$ cat src/rtl/cpu_halt_ctrl_if.sv
// cpu_halt_ctrl_if: DMA request, CPU halt and NMI signal bundle between the requester side and the controller.
interface cpu_halt_ctrl_if;
    logic       dma_req;
    logic [3:0] dma_len;
    logic       RW;
    logic       nmi_evt;
    logic       nmi_en;
    logic       nmi_clr;
    logic       RDY;
    logic       dma_gnt;
    logic       nmi;
    logic       nmi_st;
    logic       halt_err;
    modport master (output dma_req, dma_len, RW, nmi_evt, nmi_en, nmi_clr,
                    input  RDY, dma_gnt, nmi, nmi_st, halt_err);
    modport slave  (input  dma_req, dma_len, RW, nmi_evt, nmi_en, nmi_clr,
                    output RDY, dma_gnt, nmi, nmi_st, halt_err);
endinterface

$ cat src/rtl/cpu_halt_ctrl.sv
// cpu_halt_ctrl: halts the CPU on a read cycle to hand the bus to a DMA burst, with a halt watchdog
// and an independent NMI edge detector / two-cycle pulse generator. All outputs are registered.
module cpu_halt_ctrl #(
    parameter int WDOG_MAX = 7
) (
    input logic           phi2,
    input logic           rst,
    cpu_halt_ctrl_if.slave bus
);
    localparam int WW = (WDOG_MAX < 1) ? 1 : $clog2(WDOG_MAX + 1);
    localparam logic [WW-1:0] WD_SAT = WDOG_MAX[WW-1:0];
    typedef enum logic [1:0] {IDLE, HALT, GRANT, REL} state_t;
    state_t        r_state, w_next;
    logic [3:0]    r_cnt, w_cnt;
    logic [WW-1:0] r_wd, w_wd;
    logic          r_rdy, r_gnt, r_err;
    logic          r_evt, r_nmi, r_st;
    logic [1:0]    r_pcnt, w_pcnt;
    logic          w_rise, w_fire;
    always_comb begin
        w_next = r_state;
        w_cnt  = r_cnt;
        w_wd   = r_wd;
        case (r_state)
            IDLE:
                if (bus.dma_req) begin
                    w_next = HALT;
                    w_cnt  = bus.dma_len;
                    w_wd   = '0;
                end
            HALT:
                if (!bus.dma_req) w_next = IDLE;
                else if (bus.RW) w_next = GRANT;
                else if (r_wd != WD_SAT) w_wd = r_wd + 1'b1;
            GRANT:
                if (r_cnt == 4'd0) w_next = REL;
                else w_cnt = r_cnt - 4'd1;
            REL:     w_next = IDLE;
            default: w_next = IDLE;
        endcase
    end
    // A new NMI pulse only starts once the previous one has fully drained.
    assign w_rise = bus.nmi_evt & ~r_evt;
    assign w_fire = w_rise & bus.nmi_en & (r_pcnt == 2'd0);
    assign w_pcnt = w_fire ? 2'd2 : (r_pcnt != 2'd0) ? r_pcnt - 2'd1 : 2'd0;
    always_ff @(posedge phi2 or negedge rst) begin
        if (!rst) begin
            r_state <= IDLE;
            r_cnt   <= '0;
            r_wd    <= '0;
            r_rdy   <= 1'b1;
            r_gnt   <= 1'b0;
            r_err   <= 1'b0;
            r_evt   <= 1'b0;
            r_pcnt  <= '0;
            r_nmi   <= 1'b0;
            r_st    <= 1'b0;
        end else begin
            r_state <= w_next;
            r_cnt   <= w_cnt;
            r_wd    <= w_wd;
            r_rdy   <= (w_next == IDLE) || (w_next == REL);
            r_gnt   <= (w_next == GRANT);
            r_err   <= r_err | ((r_state == HALT) && (w_wd == WD_SAT));
            r_evt   <= bus.nmi_evt;
            r_pcnt  <= w_pcnt;
            r_nmi   <= (w_pcnt != 2'd0);
            r_st    <= w_rise | (r_st & ~bus.nmi_clr);
        end
    end
    assign bus.RDY      = r_rdy;
    assign bus.dma_gnt  = r_gnt;
    assign bus.nmi      = r_nmi;
    assign bus.nmi_st   = r_st;
    assign bus.halt_err = r_err;
endmodule

$ cat src/flat_wrapper.sv
// flat-port wrapper written by rule: the top's interface ports become plain ports
module cpu_halt_ctrl_flat 
#(
    parameter int WDOG_MAX = 7
)
  (phi2, rst, bus_dma_req, bus_dma_len, bus_RW, bus_nmi_evt, bus_nmi_en, bus_nmi_clr, bus_RDY, bus_dma_gnt, bus_nmi, bus_nmi_st, bus_halt_err);
  cpu_halt_ctrl_if bus_i ();
  input logic phi2;
  input logic rst;
  input wire logic [$bits(bus_i.dma_req)-1:0] bus_dma_req;
  input wire logic [$bits(bus_i.dma_len)-1:0] bus_dma_len;
  input wire logic [$bits(bus_i.RW)-1:0] bus_RW;
  input wire logic [$bits(bus_i.nmi_evt)-1:0] bus_nmi_evt;
  input wire logic [$bits(bus_i.nmi_en)-1:0] bus_nmi_en;
  input wire logic [$bits(bus_i.nmi_clr)-1:0] bus_nmi_clr;
  output wire logic [$bits(bus_i.RDY)-1:0] bus_RDY;
  output wire logic [$bits(bus_i.dma_gnt)-1:0] bus_dma_gnt;
  output wire logic [$bits(bus_i.nmi)-1:0] bus_nmi;
  output wire logic [$bits(bus_i.nmi_st)-1:0] bus_nmi_st;
  output wire logic [$bits(bus_i.halt_err)-1:0] bus_halt_err;
  assign bus_i.dma_req = bus_dma_req;
  assign bus_i.dma_len = bus_dma_len;
  assign bus_i.RW = bus_RW;
  assign bus_i.nmi_evt = bus_nmi_evt;
  assign bus_i.nmi_en = bus_nmi_en;
  assign bus_i.nmi_clr = bus_nmi_clr;
  assign bus_RDY = bus_i.RDY;
  assign bus_dma_gnt = bus_i.dma_gnt;
  assign bus_nmi = bus_i.nmi;
  assign bus_nmi_st = bus_i.nmi_st;
  assign bus_halt_err = bus_i.halt_err;
  cpu_halt_ctrl #(.WDOG_MAX(WDOG_MAX)) u_core (.phi2(phi2), .rst(rst), .bus(bus_i));
endmodule
$ cat config.mk
export PLATFORM = sky130hd
export DESIGN_NAME = cpu_halt_ctrl_flat
export DESIGN_NICKNAME = d
export VERILOG_FILES = /design/src/rtl/cpu_halt_ctrl_if.sv /design/src/rtl/cpu_halt_ctrl.sv /design/src/flat_wrapper.sv
export SDC_FILE = /design/constraint.sdc
export NUM_CORES = 1
export LEC_CHECK = 0
export CELL_PAD_IN_SITES_DETAIL_PLACEMENT = 1
export CELL_PAD_IN_SITES_GLOBAL_PLACEMENT = 2
export CORE_ASPECT_RATIO = 1.2
export CORE_MARGIN = 2
export CORE_UTILIZATION = 34
export DETAILED_ROUTE_END_ITERATION = 6
export GPL_TIMING_DRIVEN = 0
export PLACE_DENSITY = 0.87
export SYNTH_ARGS = -nofsm -noshare
export SYNTH_HDL_FRONTEND = slang
export SYNTH_SLANG_ARGS = --single-unit
$ cat constraint.sdc
create_clock -name phi2 -period 3.07 [get_ports phi2]
set_clock_uncertainty 0.1 [all_clocks]
set_input_delay 0.307 -clock phi2 [delete_from_list [all_inputs] [get_ports phi2]]
set_output_delay 0.307 -clock phi2 [all_outputs]
set_load 0.01 [all_outputs]
# Yosys cells after proc, flatten, opt, wreduce, memory -nomap -nowiden
# Index checks and enable logic that the tools add are counted.
# totals
regBits	17
wordCells	55
# op_classes
add_sub_neg	3
eq_ne	9
mux	15
bitwise	8
reduce_logical	10
# ops
op	count
$mux W2	6
$mux W3	4
$eq A2 B2 Y1 const B	4
$mux W4	2
$pmux W2 S4	1
$pmux W4 S2	1
$logic_not A2 Y1	3
$pmux W3 S2	1
$reduce_bool A2 Y1	3
$and A1 B1 Y1	4
$logic_not A4 Y1	1
$ne A2 B2 Y1 const B	2
$sub A4 B1 Y4 const B	1
$add A3 B1 Y3 const B	1
$eq A3 B3 Y1 const B	1
$ne A3 B3 Y1 const B	1
$reduce_and A3 Y1	1
$eq A2 B1 Y1 const B	1
$not A1 Y1	2
$or A1 B1 Y1	2
$sub A2 B1 Y2 const B	1
$logic_and A1 B1 Y1	1
$logic_or A1 B1 Y1	1

# Longest topological paths before layout
# Gate-level depths: netlist (run 1).
# logic_depth
ltp_word	8
depth_mapped	7

# Least setup slack after synthesis (run 1)
# Ideal clock, no wire load.
# synth_path
path_kind	register -> register
from	register u_core.r_cnt[0]
to	register u_core.r_rdy, in the netlist u_core.bus.RDY
setup_ps	83
arrival_time_ps	1510
slack_ps	1377
path_stages_with_launch	8
n_path_buf	0
period_less_slack_ps	1693
path_cell_list	dfrtp_1 inv_1 ha_1 nor4bb_4 a21oi_1 o22ai_1 inv_1 ha_1
# synth_between
elab_chain_cells	5
word_cells_on_any_way	6
# synth_lines
element	line	text
start, declared	cpu_halt_ctrl.sv:14	logic [3:0] r_cnt, w_cnt;
start signal, assigned	cpu_halt_ctrl.sv:60	r_cnt <= w_cnt;
$logic_not A4 Y1 *	cpu_halt_ctrl.sv:36	if (r_cnt == 4'd0) w_next = REL;
$mux W2 *	cpu_halt_ctrl.sv:36	
$pmux W2 S4 *	cpu_halt_ctrl.sv:24	case (r_state)
via u_core.w_next[0]	cpu_halt_ctrl.sv:13	state_t r_state, w_next;
$eq A2 B2 Y1 / $logic_not A2 Y1 (equally long branches)	cpu_halt_ctrl.sv:62	r_rdy <= (w_next == IDLE) || (w_next == REL);
$logic_or A1 B1 Y1 *	cpu_halt_ctrl.sv:62	
end signal, assigned	cpu_halt_ctrl.sv:62	
end, declared	cpu_halt_ctrl.sv:16	logic r_rdy, r_gnt, r_err;
# Mark *: on every way through the listed nets, which the timed path passes. The rest lies on a longest branch.
# A chain may end at the register's enable or synchronous reset.

# Worst setup path in the final report (run 1)
# Ends and elaborated chain as after synthesis.

==> summary.md, run 1 <==
| Metric | Value |
|---|---|
| Fin worst setup slack | 1197 ps |
| Clock sink count | 17 |
| Place WS | 1061 ps |
| Final Slew Violations | 0 |
| Initial antenna violation count | 0 |
| Vias in the first global route | ~660 |
| Min-Delay Path Class | input port to async pin |
| Synth cell types | 32 |
| DPL Wire Length | between 1 and 1.5 mm |
| PwrDens | 736.2 nW/µm² |
| Top fanout value on the critical path | 4 |
| Full die area | between 2000 and 3000 µm² |
| Highest cell delay on the worst timing path | between 400 and 500 ps |
| Commonest non-fill, non-tap cell in the layout | dfrtp_1 |
| Top-area cell type share of the netlist area | 0.4734 |
| Share of cells above drive strength 1 | 0.1414 |
| Fin. Hold Viols | 0 |
| Setup violations, final | 0 |
| Worst Path Buf+Inv | 2 |
| Critical Path RT | roughly 3200 ps |
| Crit-path slowest cell | dfrtp_1 |
| CTS Buf Count | 3 |
| Max-cap viol count | 0 |
| Hold_buf cts | 0 |
| Maximum root-to-sink buffer count | 2 |
| Gr usage total | 0.1360 |
| Maximum operating frequency | 0.5338 GHz |
| Post-CTS Setup Inserts | 0 |
| Die width | 49.53 µm |
| PortBufs | 15 |
| Reg2reg path depth | 7 |
| Pre-antenna DRT Iters | 2 |
| Layout Cells excl Fill | 130 |
| Met3 routed WL | roughly 36 µm |
| Vias/cell | between 4 and 5 |
| Post-Syn Instances | 80 |
| DR DRC count | 0 |
| Sequential element share of the synthesized area | 0.5044 |
| Wl on met1 | about 800 µm |
| Largest net degree at the start of global routing | 18 |
| Status | completed |
| Avg Inst Size Synth | around 11 µm² |
| Min Tclk post-route | 1873 ps |
| LEAKAGE | ~0.5 nW |
| Syn_nets | 94 |
| Setup TNS | 0 ps |
| FF+latch count, synth | 17 |
| Worst path cell trace | inv_1, ha_1, nor4bb_4, a21oi_1, o22ai_1, inv_1, ha_1 |
| Routability cong. | roughly 0.76 |
| Yosys warnings | 0 |
| Gr ovfl total | 0 |
| Post-Synthesis Cell Area | approximately 850 µm² |
| Most frequent cells in the layout | dfrtp_1 (16), clkdlybuf4s50_1 (15), a21oi_1 (7), inv_1 (7) |
| WS Path Type | flip-flop to flip-flop |
| Nets | around 110 |
| Area grow syn2layout | 25.59% |
| Starting Density | 0.3631 |
| Placed cell count | 126 |
| CTS H-tree depth | 1 |
| Worst slew margin | 0.5034 |
| Routed wl met2 | around 830 µm |
| Critical path data arrival time | 2000 ps |
| Unrepaired setup endpoints after global routing | no |
| Total number of vias | approximately 640 |
| DRT antenna net count | 0 |
| Post-Route WL | about 1.7 mm |
| WL/cell | approximately 13 µm |
| Hold_ws | 342.9 ps |
| Top routing layer in use | met4 |
| DIE HEIGHT | around 60 µm |
| Worst-margin pin slew | 742.6 ps |
| Synth area leader | dfrtp_1 |
| Initial detailed-routing violation count | 2 |
| Clock latency on the worst-skew pair | 290 ps |
| Critical path depth | 7 |
| Setup crit end kind | flip-flop |
| Setup crit start kind | flip-flop |
| CTS tree | built |
| Core Footprint | around 2300 µm² |
| Area contributors post-synth | dfrtp_1 (47%), ha_1 (4.4%), a21oi_1 (4.1%) |
| Clk root buf | clkbuf_4 |
| Peak supply drop | around 340 µV |
| First-pass GRT wire length | between 2 and 3 mm |
| Num rows | 19 |
| Clk slew on worst S/H paths | approximately 100 ps |
| Cts repair resizes | 0 |
| Ports | 16 |
| Period utilization | 0.6103 |
| CP delay by family, top | adder cells |
| # diodes | 0 |
-- registers in the layout, summed over array words and instances (netlist names) --
signal and count:
u_core.r_evt 1, u_core.bus.dma_gnt 1, u_core.bus.nmi 1, u_core.r_state 2, u_core.r_pcnt 2, u_core.r_cnt 4, u_core.bus.halt_err 1, u_core.bus.RDY 1
u_core.r_wd 3, u_core.bus.nmi_st 1
-- kinds of logic (layout without fill, tap and decap cells) --
| logic type | after synthesis | count (layout) | synth area share |
|---|---|---|---|
| AO/OA/AOI/OAI | 25 | 25 | 0.2175 |
| flip-flops | 17 | 17 | 0.5044 |
| AND/OR/NAND/NOR | 23 | 23 | 0.1627 |
| buffers and inverters | 10 | 29 | 0.04883 |
| XOR/XNOR | 1 | 1 | 0.01036 |
| multiplexers | 1 | 1 | 0.01183 |
| adder cells (fa/ha/maj) | 3 | 3 | 0.04438 |
-- power by group --
part           switching, W  internal [W]
sequential        0.0000732      0.000305
clock             0.0000723     0.0000486
combinational      0.000137      0.000145
total              0.000283      0.000499
-- metal layers --
layer	vias up	track usage
met5	-	0
met4	0	0.09524
met3	5	0.01777
met2	9	0.2190
met1	307	0.1697
li1	318	-
-- worst paths after layout --
path,startpoint,end,slack [ps]
worst max-delay path,u_core.r_cnt[0],u_core.bus.RDY,1200
min in group phi2,u_core.r_pcnt[0],u_core.r_pcnt[0],350
worst min-delay path,rst,u_core.r_wd[2],340
max in group asynchronous,rst,u_core.bus.nmi,2070
worst min register to register,u_core.r_pcnt[0],u_core.r_pcnt[0],350
worst max register to register,u_core.r_cnt[0],u_core.bus.RDY,1200
-- cell usage after synthesis, drive strengths merged --
library cell / instances
dfrtp: 16
inv: 9
a21oi: 7
nand2: 6
nor2: 6
o21ai: 5
nor2b: 4
ha: 3
a21o: 2
a22o: 2
a22oi: 2
a211oi: 1
a31o: 1
a31oi: 1
a32oi: 1
a41o: 1
buf: 1
dfstp: 1
mux2i: 1
nand2b: 1
nand3: 1
nand4: 1
nor3: 1
nor3b: 1
nor4bb: 1
o22ai: 1
o311ai: 1
or2b: 1
xor2: 1
-- through the flow --
step                utilization   power, W  area, µm²
floorplan                     -  0.0005592      845.8
global placement         0.4441  0.0006535       1035
detailed placement       0.4441  0.0006731       1035
CTS                      0.4560  0.0007965       1062
global route             0.4560  0.0008499       1062
finish                   0.4560  0.0007820       1062
-- cell type report --
type                            count  area, µm²
Fill cell                         278       1267
Sequential cell                    17      426.7
Multi-Input combinational cell     53      377.9
Timing Repair Buffer               15      150.1
Tap cell                           31      38.79
Inverter                            9      33.78
Clock buffer                        3      22.52
Buffer                              1      7.507
Clock inverter                      1      5.005
(Power assumes the default switching activity.)
==> inputs of run 2 (changes only) <==
Settings changed: CORE_UTILIZATION 34 to 28, PLACE_DENSITY 0.87 to 0.78.
Clock period 3.07 ns to 1.7 ns, I/O delays scaled along.
==> summary.md, run 2 (same netlist as run 1, synthesis figures left out) <==
| Metric | Value |
|---|---|
| Status | completed |
| Clock sink count | 17 (unchanged) |
| DPL Wire Length | 1.350 mm (+0.96%) |
| CTS Buf Count | 3 (unchanged) |
| Vias in the first global route | 710 (+7.7%) |
| Fillers | 335 (+21%) |
| Critical Path RT | 1840 ps (-1360 ps) |
| WS Path Type | flip-flop to flip-flop |
| Worst slew margin | 0.4990 (-0.004393) |
| Unrepaired setup endpoints after global routing | yes |
| LEAKAGE | 0.5142 nW (+1.9%) |
| Routability cong. | 0.7572 (-0.60%) |
| PwrDens | 1337 nW/µm² (+82%) |
| DIE HEIGHT | 64.21 µm (+9.5%) |
| Setup violations, final | 0 (unchanged) |
| # diodes | 0 (unchanged) |
| First-pass GRT wire length | 3.187 mm (+8.4%) |
| Setup crit start kind | flip-flop |
| Max reg flops | 4 (unchanged) |
| Tot Pwr | 0.001490 W (+91%) |
| Nets | 117 (+2.6%) |
| Clk root buf | clkbuf_4 |
| Commonest non-fill, non-tap cell in the layout | dfrtp_1 |
| Regs by FF count | u_core.r_cnt (4), u_core.r_wd (3) |
| Initial detailed-routing violation count | 8 (+6) |
| Fin. Hold Viols | 0 (unchanged) |
| Vias/cell | 4.926 (+0.23%) |
| Area grow syn2layout | 31.80% |
| Largest net degree at the start of global routing | 18 (unchanged) |
| Initial antenna violation count | 0 (unchanged) |
| Total number of vias | 670 (+4.9%) |
| Setup crit end kind | flip-flop |
| Core Footprint | 2838 µm² (+22%) |
| DRT antenna net count | 0 (unchanged) |
| Num rows | 21 (+2) |
| Max-cap viol count | 0 (unchanged) |
| Gr usage total | 0.1232 (-0.01277) |
| Critical path data arrival time | 1760 ps (-240 ps) |
| Placed cell area | 1039 µm² (+0.36%) |
| Maximum operating frequency | 0.6165 GHz (+16%) |
| Min-Delay Path Class | input port to async pin |
| Post-Route WL | 1.841 mm (+7.5%) |
| Peak supply drop | 610.8 µV (+78%) |
| DR DRC count | 0 (unchanged) |
| CTS H-tree depth | 1 (unchanged) |
| Full die area | 3478 µm² (+20%) |
| Top fanout value on the critical path | 6 (+2) |
| Setup TNS | 0 ps (unchanged) |
| Largest reg by FF count | u_core.r_cnt |
| WL/cell | 13.54 µm (+2.8%) |
| Fin worst setup slack | 78.07 ps (-1118 ps) |
| Die width | 54.17 µm (+9.4%) |
| Worst path cell trace | nor4bb_4, a21oi_2, o22ai_2, inv_2, ha_4 |
| CTS tree | built |
| Clk slew on worst S/H paths | 100 ps (about the same) |
| Finished Cell Area | 1115 µm² (+4.9%) |
| Worst-margin pin slew | 749.2 ps (+6.568 ps) |
| PortBufs | 15 (unchanged) |
| Final Core Density | 0.3929 (-0.06310) |
| Ports | 16 (unchanged) |
| Final Slew Violations | 0 (unchanged) |
| Pre-antenna DRT Iters | 4 (+2) |
| Share of cells above drive strength 1 | 0.2157 (+0.07427) |
| Maximum root-to-sink buffer count | 2 (unchanged) |
| Place WS | -189.0 ps (-1250 ps) |
| Period utilization | 0.9541 (+0.3438) |
| Min Tclk post-route | 1622 ps (-251.5 ps) |
| Most frequent cells in the layout | dfrtp_1 (16), clkdlybuf4s50_1 (15) |
| Clock latency on the worst-skew pair | 280 ps (about the same) |
| Starting Density | 0.2981 (-0.06499) |
| Crit-path slowest cell | dfrtp_1 |
| Highest cell delay on the worst timing path | 490 ps (+70 ps) |
| Reg2reg path depth | 5 (-2) |
| Gr ovfl total | 0 (unchanged) |
| Hold_buf cts | 0 (unchanged) |
==> run 2: area by class of cell <==
class                      count  area [µm²]  area share
sequential                    17       426.7      0.3827
buffer                         1       7.507    0.006734
tap                           34       42.54     0.03816
inverter                       9       33.78     0.03030
multi-input combinational     53       405.4      0.3636
clock buffer                   4       26.28     0.02357
timing repair buffer          18       172.7      0.1549
==> run 2: path summary, 6_finish.rpt <==
path / startpoint / end / slack, ps
worst min-delay path: rst / u_core.bus.nmi / 220
min in group phi2: bus_nmi_evt / u_core.r_evt / 260
worst min register to register: u_core.r_pcnt[0] / u_core.r_pcnt[0] / 360
max in group asynchronous: rst / u_core.bus.nmi_st / 820
worst max register to register: u_core.r_state[1] / u_core.bus.RDY / 80
worst max-delay path: u_core.r_state[1] / u_core.bus.RDY / 80
==> run 2: layer usage <==
layer,vias to the layer above,GRT usage,share of wire
li1,326,-,-
met1,337,0.1509,0.43
met2,5,0.2033,0.54
met3,2,0.02103,0.020
met4,0,0.05625,0.0065
met5,-,0,0
==> run 2: what timing repair did <==
action	CTS	global route
setup endpoints to repair	4	4
resized for setup	1	5
setup buffers	3	0
pin swaps	5	2
cloned	0	0
hold endpoints to repair	0	0
==> run 2: per-stage QoR <==
stage / cells / hold WS (ps)
final: 136 / 219.5
after global routing: 136 / 257.2
after CTS: 136 / 244.3
after detailed placement: 129 / 338.0
after global placement: 129 / 324.0
after floorplan: 80 / -225.6
==> run 2: where the power goes <==
group | total [W] | switching, W | leakage [nW] | internal (W)
Combinational | 0.000594 | 0.000280 | 0.288 | 0.000315
Sequential | 0.000681 | 0.000130 | 0.212 | 0.000551
Clock | 0.000215 | 0.000124 | 0.0150 | 0.0000911
==> run 2: worst max-delay path, delay by kind of cell (launching register included) <==
kind / cells / cell delay [ps]
AOI/OAI and AO/OA: 2 / 210
adders and majority gates: 1 / 250
buffers and inverters: 1 / 70
DFF: 1 / 490
and+or+nand+nor: 1 / 460
